**src/rtl/vec_instr_sequencer.sv**
```systemverilog
// ---------------------------------------------------------------------------
// vec_instr_sequencer
//
// Fetches instructions from a synchronous program memory and issues them to
// the CPU_vector instruction port one at a time. Multi-cycle vector ops
// (MULFV, SUMFV) park the sequencer in WAIT with NOP on the port until the
// datapath pulses vec_done_i. A watchdog aborts a WAIT that outlives
// WAIT_TIMEOUT cycles and leaves a sticky error flag.
//
// Ports
//   clk_i          clock, rising edge
//   rst_i          asynchronous reset, active-high
//   start_i        pulse: begin execution at address 0 (from IDLE or HALTED)
//   imem_addr_o    program memory read address (memory has 1-cycle latency)
//   imem_data_i    program memory read data
//   instr_o        instruction to CPU_vector (NOP whenever instr_valid_o=0)
//   instr_valid_o  high exactly on the cycle an issued instruction is on instr_o
//   pc_o           address of the most recently issued instruction
//   vec_done_i     pulse: current MULFV/SUMFV finished (honoured in WAIT only)
//   busy_o         high in FETCH, ISSUE, WAIT
//   halted_o       high in HALTED
//   timeout_err_o  sticky WAIT-timeout flag, cleared by start_i or rst_i
// ---------------------------------------------------------------------------
module vec_instr_sequencer #(
    parameter int INSTR_W      = 30,
    parameter int PC_W         = 32,
    parameter int IMEM_AW      = 8,
    parameter int WAIT_TIMEOUT = 1023
) (
    input  logic               clk_i,
    input  logic               rst_i,
    input  logic               start_i,
    output logic [IMEM_AW-1:0] imem_addr_o,
    input  logic [INSTR_W-1:0] imem_data_i,
    output logic [INSTR_W-1:0] instr_o,
    output logic               instr_valid_o,
    output logic [PC_W-1:0]    pc_o,
    input  logic               vec_done_i,
    output logic               busy_o,
    output logic               halted_o,
    output logic               timeout_err_o
);

    localparam int CNT_W = $clog2(WAIT_TIMEOUT + 1);

    localparam logic [3:0] OP_SUMFV = 4'b0011;
    localparam logic [3:0] OP_MULFV = 4'b0100;
    localparam logic [3:0] OP_NOP   = 4'b0101;
    localparam logic [3:0] OP_HALT  = 4'b1111;

    localparam logic [INSTR_W-1:0] NOP_WORD  = {OP_NOP, {(INSTR_W-4){1'b0}}};
    localparam logic [IMEM_AW-1:0] ADDR_ZERO = {IMEM_AW{1'b0}};
    localparam logic [IMEM_AW-1:0] ADDR_ONE  = {{(IMEM_AW-1){1'b0}}, 1'b1};
    localparam logic [CNT_W-1:0]   CNT_ZERO  = {CNT_W{1'b0}};
    localparam logic [CNT_W-1:0]   CNT_ONE   = {{(CNT_W-1){1'b0}}, 1'b1};
    localparam logic [CNT_W-1:0]   CNT_LIMIT = CNT_W'(WAIT_TIMEOUT);

    typedef enum logic [2:0] {
        S_IDLE   = 3'd0,
        S_FETCH  = 3'd1,
        S_ISSUE  = 3'd2,
        S_WAIT   = 3'd3,
        S_HALTED = 3'd4
    } state_e;

    state_e             state_q, state_d;
    logic [IMEM_AW-1:0] fetch_addr_q, fetch_addr_d;
    logic [IMEM_AW-1:0] imem_addr_q, imem_addr_d;
    logic [INSTR_W-1:0] instr_q, instr_d;
    logic               instr_valid_q, instr_valid_d;
    logic [PC_W-1:0]    pc_q, pc_d;
    logic               busy_q, busy_d;
    logic               halted_q, halted_d;
    logic               timeout_err_q, timeout_err_d;
    logic [CNT_W-1:0]   wait_cnt_q, wait_cnt_d;

    logic [3:0]         opcode_s;
    logic               is_vec_op_s;
    logic [CNT_W-1:0]   wait_cnt_inc_s;
    logic               timeout_hit_s;

    // Opcode decode of the word the memory returns during ISSUE, plus the
    // watchdog compare: the abort fires on the WAIT cycle whose increment
    // reaches the limit, so WAIT lasts at most WAIT_TIMEOUT cycles.
    always_comb begin
        opcode_s       = imem_data_i[INSTR_W-1 -: 4];
        is_vec_op_s    = (opcode_s == OP_MULFV) || (opcode_s == OP_SUMFV);
        wait_cnt_inc_s = wait_cnt_q + CNT_ONE;
        timeout_hit_s  = (wait_cnt_inc_s == CNT_LIMIT);
    end

    // State register.
    always_ff @(posedge clk_i or posedge rst_i) begin
        if (rst_i) begin
            state_q <= S_IDLE;
        end else begin
            state_q <= state_d;
        end
    end

    // Next-state logic. vec_done wins over a coincident timeout.
    always_comb begin
        state_d = state_q;
        case (state_q)
            S_IDLE: begin
                if (start_i) state_d = S_FETCH;
                else         state_d = S_IDLE;
            end
            S_FETCH: state_d = S_ISSUE;
            S_ISSUE: begin
                if (is_vec_op_s)              state_d = S_WAIT;
                else if (opcode_s == OP_HALT) state_d = S_HALTED;
                else                          state_d = S_FETCH;
            end
            S_WAIT: begin
                if (vec_done_i)         state_d = S_FETCH;
                else if (timeout_hit_s) state_d = S_HALTED;
                else                    state_d = S_WAIT;
            end
            S_HALTED: begin
                if (start_i) state_d = S_FETCH;
                else         state_d = S_HALTED;
            end
            default: state_d = S_IDLE;
        endcase
    end

    // Output / datapath next values. The port carries NOP unless this very
    // transition is the issue of a fetched word.
    always_comb begin
        fetch_addr_d  = fetch_addr_q;
        imem_addr_d   = imem_addr_q;
        instr_d       = NOP_WORD;
        instr_valid_d = 1'b0;
        pc_d          = pc_q;
        timeout_err_d = timeout_err_q;
        wait_cnt_d    = wait_cnt_q;
        case (state_q)
            S_IDLE, S_HALTED: begin
                if (start_i) begin
                    fetch_addr_d  = ADDR_ZERO;
                    imem_addr_d   = ADDR_ZERO;
                    timeout_err_d = 1'b0;
                end else begin
                    fetch_addr_d  = fetch_addr_q;
                end
            end
            S_FETCH: begin
                wait_cnt_d = wait_cnt_q;
            end
            S_ISSUE: begin
                instr_d       = imem_data_i;
                instr_valid_d = 1'b1;
                pc_d          = PC_W'(fetch_addr_q);
                // IMEM_AW-bit add wraps from the last word back to 0.
                fetch_addr_d  = fetch_addr_q + ADDR_ONE;
                imem_addr_d   = fetch_addr_q + ADDR_ONE;
                wait_cnt_d    = CNT_ZERO;
            end
            S_WAIT: begin
                if (vec_done_i) begin
                    wait_cnt_d = wait_cnt_q;
                end else begin
                    wait_cnt_d = wait_cnt_inc_s;
                    if (timeout_hit_s) timeout_err_d = 1'b1;
                    else               timeout_err_d = timeout_err_q;
                end
            end
            default: begin
                fetch_addr_d = fetch_addr_q;
            end
        endcase
        busy_d   = (state_d == S_FETCH) || (state_d == S_ISSUE) || (state_d == S_WAIT);
        halted_d = (state_d == S_HALTED);
    end

    // Output and datapath registers.
    always_ff @(posedge clk_i or posedge rst_i) begin
        if (rst_i) begin
            fetch_addr_q  <= ADDR_ZERO;
            imem_addr_q   <= ADDR_ZERO;
            instr_q       <= NOP_WORD;
            instr_valid_q <= 1'b0;
            pc_q          <= {PC_W{1'b0}};
            busy_q        <= 1'b0;
            halted_q      <= 1'b0;
            timeout_err_q <= 1'b0;
            wait_cnt_q    <= CNT_ZERO;
        end else begin
            fetch_addr_q  <= fetch_addr_d;
            imem_addr_q   <= imem_addr_d;
            instr_q       <= instr_d;
            instr_valid_q <= instr_valid_d;
            pc_q          <= pc_d;
            busy_q        <= busy_d;
            halted_q      <= halted_d;
            timeout_err_q <= timeout_err_d;
            wait_cnt_q    <= wait_cnt_d;
        end
    end

    assign imem_addr_o   = imem_addr_q;
    assign instr_o       = instr_q;
    assign instr_valid_o = instr_valid_q;
    assign pc_o          = pc_q;
    assign busy_o        = busy_q;
    assign halted_o      = halted_q;
    assign timeout_err_o = timeout_err_q;

endmodule

```
**config.mk**
```make
export PLATFORM = sky130hd
export DESIGN_NAME = vec_instr_sequencer
export DESIGN_NICKNAME = d
export VERILOG_FILES = /design/src/rtl/vec_instr_sequencer.sv
export SDC_FILE = /design/constraint.sdc
export NUM_CORES = 1
export LEC_CHECK = 0
export CORE_MARGIN = 5
export CORE_UTILIZATION = 49
export CTS_BUF_LIST = sky130_fd_sc_hd__clkbuf_8
export CTS_CLUSTER_DIAMETER = 40
export DETAILED_ROUTE_END_ITERATION = 12
export GPL_ROUTABILITY_DRIVEN = 0
export HOLD_SLACK_MARGIN = 0.08
export PLACE_DENSITY = 0.94
export SKIP_LAST_GASP = 1
export SLEW_MARGIN = 20
export SYNTH_ARGS = -nofsm -noshare
export SYNTH_HDL_FRONTEND = slang
export SYNTH_SLANG_ARGS = --single-unit
```
**constraint.sdc**
```tcl
create_clock -name clk_i -period 3.65 [get_ports clk_i]
set_input_delay 0.365 -clock clk_i [delete_from_list [all_inputs] [get_ports clk_i]]
set_output_delay 0.365 -clock clk_i [all_outputs]
set_load 0.02 [all_outputs]
```
Word level (Yosys, flattened, before mapping) --
Cells that the tools add are included.
Word-level totals: output and inout port bits 74, bits in registers 63, bits of input ports 34
Cells by class: reductions and logical operators 11, $add $sub $neg 2, mux-type cells 17, equality and inequality tests 15
Operator list (count):
- 30-bit two-way mux | 1
- 10-bit one-hot mux with 2 select lines | 1
- 8-bit one-hot mux with 2 select lines | 1
- 3-bit two-way mux | 5
- 3-bit one-hot mux with 5 select lines | 1
- 3-bit by 2-bit equality test with 1-bit output (second input constant) | 4
- 10-bit by 1-bit adder with 10-bit output (second input constant) | 1
- 10-bit equality test (second input constant) | 1
- 10-bit two-way mux | 1
- 8-bit by 1-bit adder with 8-bit output (second input constant) | 1
- 8-bit two-way mux | 1
- 3-bit by 1-bit equality test with 1-bit output (second input constant) | 2
- 3-bit equality test (second input constant) | 2
- 2-bit != test (second input constant) | 3
- 2-bit nonzero test | 3
- 1-bit two-way mux | 5
- 4-bit by 2-bit equality test with 1-bit output (second input constant) | 1
- 4-bit by 3-bit equality test with 1-bit output (second input constant) | 1
- 4-bit equality test (second input constant) | 1
- 2-bit AND reduction | 2
- 4-bit AND reduction | 1
- 3-bit logical NOT | 1
- 1-bit logical OR | 3
- 1-bit one-hot mux with 2 select lines | 1
- 2-bit OR reduction | 1

Logic depth before layout (Yosys ltp) --
depth in word-level cells 8, mapped depth 8, gate-level depth less buffers 7

Least setup slack after synthesis --
No wires, ideal clock.
path type reg-to-reg, start point register wait_cnt_q[0], end point register state_q[0], period minus slack after synthesis 2.033 ns, path slack 1.617 ns, setup time 0.124 ns, data required time 3.526 ns, stages on the path, launching flop included 7, path buffers 0, arrival 1.909 ns, cell sequence dfrtp_1 > ha_1 > nand2b_1 > o21ai_0 > a31oi_1 > or4b_4 > o31a_1
On the way: word-level cells in the longest chain between the ends 5
RTL lines:
- from (decl) | line 75 | logic [CNT_W-1:0] wait_cnt_q, wait_cnt_d;
- from (signal assigned) | line 198 | wait_cnt_q <= wait_cnt_d;
- 10-bit by 1-bit adder with 10-bit output | line 88 | wait_cnt_inc_s = wait_cnt_q + CNT_ONE;
- 10-bit equality test | line 89 | timeout_hit_s = (wait_cnt_inc_s == CNT_LIMIT);
- 3-bit two-way mux | line 117 | else if (timeout_hit_s) state_d = S_HALTED;
- 3-bit two-way mux | line 116 | if (vec_done_i) state_d = S_FETCH;
- 3-bit one-hot mux with 5 select lines | line 104 | case (state_q)
- named net state_d[0] | line 66 | state_e state_q, state_d;
- to (signal assigned) | line 97 | state_q <= state_d;
- to (decl) | line 66
The timed path passes the listed nets, and every way through them passes these cells. A chain may end at the register's enable or synchronous reset.

Final worst setup path --
start point register state_q[0], end point register wait_cnt_q[7]
On the way: word-level cells in the longest chain between the ends 3
RTL lines:
- 3-bit by 2-bit equality test with 1-bit output | line 138 | case (state_q)
- 2-bit != test (no source line) / 2-bit nonzero test (equally long branches)
- 2-bit AND reduction (no source line)
Parallel ways exist; a longest one is shown, timed or not.

==> metrics.md <==
| Metric | Value |
|---|---|
| Per-cell via count in the routed design | `5.09` |
| CTS-repair resized insts | `0` |
| Total of warnings raised by yosys | `0` |
| Final-layout fill cell count | `a little over 400` |
| Routed via count | `2219` |
| Chip height | `between 80 and 90 um` |
| Number of rows in the core area | `27` |
| Crit-path max FO | `48` |
| Top library cells by usage in the layout, fill and taps aside | `clkdlybuf4s50_1 (83), dfrtp_1 (61), nand2_1 (41), and2_1 (28), conb_1 (24)` |
| F_max | `0.400 GHz` |
| Antenna diode count | `0` |
| Number of buffers inserted for hold repair after clock tree synthesis | `0` |
| Vias in the first global route | `~2200` |
| Required time of the critical path | `a little under 4000 ps` |
| Fin Setup TNS | `0 ps` |
| Yosys reg bits | `between 60 and 70` |
| Final period demand of the worst path | `roughly 2500 ps` |
| Mapped Cells | `between 200 and 300` |
| Slew at the pin closest to its max-slew limit | `901 ps` |
| Final-report max-slew violation count | `0` |
| Power, Total | `around 2.3 mW` |
| Violation count after the first detailed-route iteration | `169` |
| Status | `finished clean` |
| TritonCTS clock tree | `done` |
| Die span in x | `around 86 um` |
| Layout overhead on the synthesized area | `34.9%` |
| Worst Setup Path Type | `reg2reg` |
| Maximum number of pins on one net before global-route repair | `49` |
| Count of TritonRoute iterations in the first routing pass | `4` |
| Area share of the largest cell type after synthesis | `around 54%` |
| Slew Limit Headroom | `between 30% and 40%` |
| Clk_lat worst skew | `roughly 340 ps` |
| Placement-stage cell area | `roughly 3600 um^2` |
| Global-route usage over all layers | `between 15 and 20%` |
| Post-detailed-routing wire length | `approximately 6400 um` |
| Post-synthesis mux area share | `less than 1%` |
| Synthesized-area fraction occupied by and/or/nand/nor cells | `between 20% and 30%` |
| Avg Inst Size Synth | `10.3 um^2` |
| Most congested layer reported by global routing | `met2` |
| Synth Area in Compound Gates | `8.25%` |
| Final instance area | `between 3000 and 4000 um^2` |
| Met2 Track Usage GR | `a little over 30%` |
| Clock-pin slew on the worst setup and hold paths | `around 70 ps` |
| Longest individual stage delay on the worst path | `between 600 and 700 ps` |
| Number of max-cap violations | `0` |
| Number of buffers inserted by post-CTS setup repair | `0` |
| Final net count | `396` |
| Fraction of synthesized cell area in xor and xnor cells | `approximately 2.2%` |
| Top cell by count, worst path | `o21ai_0` |
| Critical path's slowest cell | `or3b_1` |
| Final hold slack | `slightly below 500 ps` |
| Number of hold violations in the final report | `0` |
| Global Route met3 Usage | `under 10%` |
| Final global-route overflow total | `0` |
| Average routed wire per standard cell | `14.7 um` |
| Max VDD drop | `about 0.4 mV` |
| Hold/Removal Path Class | `reg2reg` |
| Starting density of the core | `around 50%` |
| Clock buffers created by TritonCTS | `9` |
| Number of antenna violations at the first check in global routing | `0` |
| Setup slack after placement | `~1200 ps` |
| I/O pin count | `about 110` |
| Cell chain of the critical path | `or3b_1 -> inv_2 -> nor2_1 -> o21ai_0 -> o21ai_0` |
| Cell types occupying the most area after synthesis | `dfrtp_1 (54%), buf_4 (6.4%), and2_1 (6.2%), nand2_1 (5.5%), o21ai_0 (3.9%)` |
| GR Util met1 | `between 10% and 20%` |
| Area enclosed by the die boundary | `approximately 7400 um^2` |
| PwrDens | `approximately 600 nW/um^2` |
| DRC violations left | `0` |
| Number of input and output port buffers inserted | `83` |
| Worst Path Arrival | `between 2000 and 3000 ps` |
| Core area | `between 5000 and 6000 um^2` |
| Endpoints failing setup | `0` |
| Clock root buffer | `clkbuf_8` |
| Placed wire-length estimate | `between 4000 and 5000 um` |
| Adder and majority gate portion of the synthesized area | `around 1.3%` |
| Startpoint type of the worst setup path | `flip-flop` |
| Max H-tree Level | `3` |
| Kind of capture point of the worst setup path | `flip-flop` |
| Global-route wire length before repair | `approximately 10000 um` |
| Unique masters post-synth | `43` |
| Portion of the post-synthesis area used by sequential elements | `approximately 56%` |
| Layout cell share with drive strength beyond 1 | `~7.4%` |
| Worst Clk Skew | `roughly 7.5 ps` |
| Finished Core Util | `just under 70%` |
| Antenna-violating nets left | `0` |
| Post-route insts no fill | `roughly 440` |
| Cell count after placement | `420` |
| Biggest area consumer among synthesized cells | `dfrtp_1` |
| Final Worst Setup Slack | `approximately 1200 ps` |
| CTS Buffer Depth | `2` |
| Most common cell after layout, fill and taps aside | `clkdlybuf4s50_1` |
| Total clock sinks | `63` |
| Combinational family with the most area after synthesis | `simple AND/OR/NAND/NOR gates` |
| Mapped Area | `approximately 2800 um^2` |
| Unrepaired setup endpoints after global routing | `false` |
| Share of the cycle needed by the critical path after routing | `around two thirds` |
| Leakage component of the power | `1.75 nW` |
## report_power, final
part | total [mW] | internal [mW] | leakage, nW | switching [mW]
Clock | 0.591 | 0.330 | 0.0981 | 0.261
Sequential | 0.930 | 0.837 | 0.849 | 0.0930
Combinational | 0.797 | 0.337 | 0.798 | 0.459
Total | 2.32 | 1.50 | 1.75 | 0.813
## worst max-delay path: cells and delay by family, from the launching register on
| family | cells | cell delay, ps |
|---|---|---|
| AO/OA/AOI/OAI | 2 | 350 |
| buffers and inverters | 1 | 610 |
| flip-flops | 1 | 450 |
| AND/OR/NAND/NOR | 2 | 950 |
## layer usage
layer / vias up / share of wire [%]
met4: 0 / 2.1
met2: 100 / 51
met3: 12 / 8.3
met5: - / 0
met1: 1070 / 38
li1: 1037 / -
## layout make-up
| type | instances | area [um^2] | share of cell area [%] |
|---|---|---|---|
| Multi-Input combinational cell | 198 | 1090 | 28.7 |
| Tap cell | 72 | 90.1 | 2.37 |
| Sequential cell | 63 | 1580 | 41.5 |
| Clock buffer | 10 | 138 | 3.61 |
| Timing Repair Buffer | 84 | 838 | 22.0 |
| Clock inverter | 6 | 60.1 | 1.58 |
| Inverter | 3 | 11.3 | 0.296 |
## sequential cells by signal, indices dropped and copies added (netlist names)
signal / count
busy_o: 1
imem_addr_o: 8
pc_o: 8
halted_o: 1
timeout_err_o: 1
wait_cnt_q: 10
instr_valid_o: 1
instr_o: 30
state_q: 3
## path summary, 6_finish.rpt
check	startpoint	end	slack, ps	cells past startpoint
worst max-delay path	state_q[0]	wait_cnt_q[7]	1150	5
worst min-delay path	pc_o[5]	pc_o[5]	490	2
worst max register to register	state_q[0]	wait_cnt_q[7]	1150	5
worst min register to register	pc_o[5]	pc_o[5]	490	2
max in group asynchronous	rst_i	instr_o[28]	2270	3
min in group asynchronous	rst_i	instr_o[24]	550	2
## logic make-up (layout without fill, tap and decap cells)
group | Yosys count | count (layout)
other | 1 | 24
buffers and inverters | 37 | 103
muxes | 1 | 1
AOI/OAI and AO/OA | 42 | 42
DFF | 63 | 63
xor gates and xnor gates | 7 | 7
adders and majority gates | 3 | 3
and+or+nand+nor | 121 | 121
## synthesized netlist by cell type
cell type / instances
o22ai_1: 2
or4b_4: 1
xor2_1: 4
buf_2: 1
o21ai_1: 6
buf_1: 1
inv_2: 1
inv_1: 2
clkbuf_1: 7
a22o_1: 1
and3_1: 3
xnor2_1: 3
nand4b_1: 1
and3b_1: 1
o21a_1: 1
nor3b_1: 3
conb_1: 1
nand3_1: 9
buf_4: 24
a31oi_1: 3
or3b_1: 1
a21oi_1: 4
mux2i_1: 1
nand2_4: 1
o41ai_1: 1
nand3b_1: 2
or2_2: 1
o21ai_0: 22
dfrtp_1: 61
nor3b_2: 1
nand3_4: 1
dfstp_2: 2
and2_1: 28
buf_6: 1
nand4_1: 3
a21o_1: 1
nor4_1: 2
nor3_4: 1
nand2_1: 41
o31a_1: 1
ha_1: 3
nand2b_1: 6
nor2_1: 15
No activity file was read; power rests on OpenSTA's default activity.
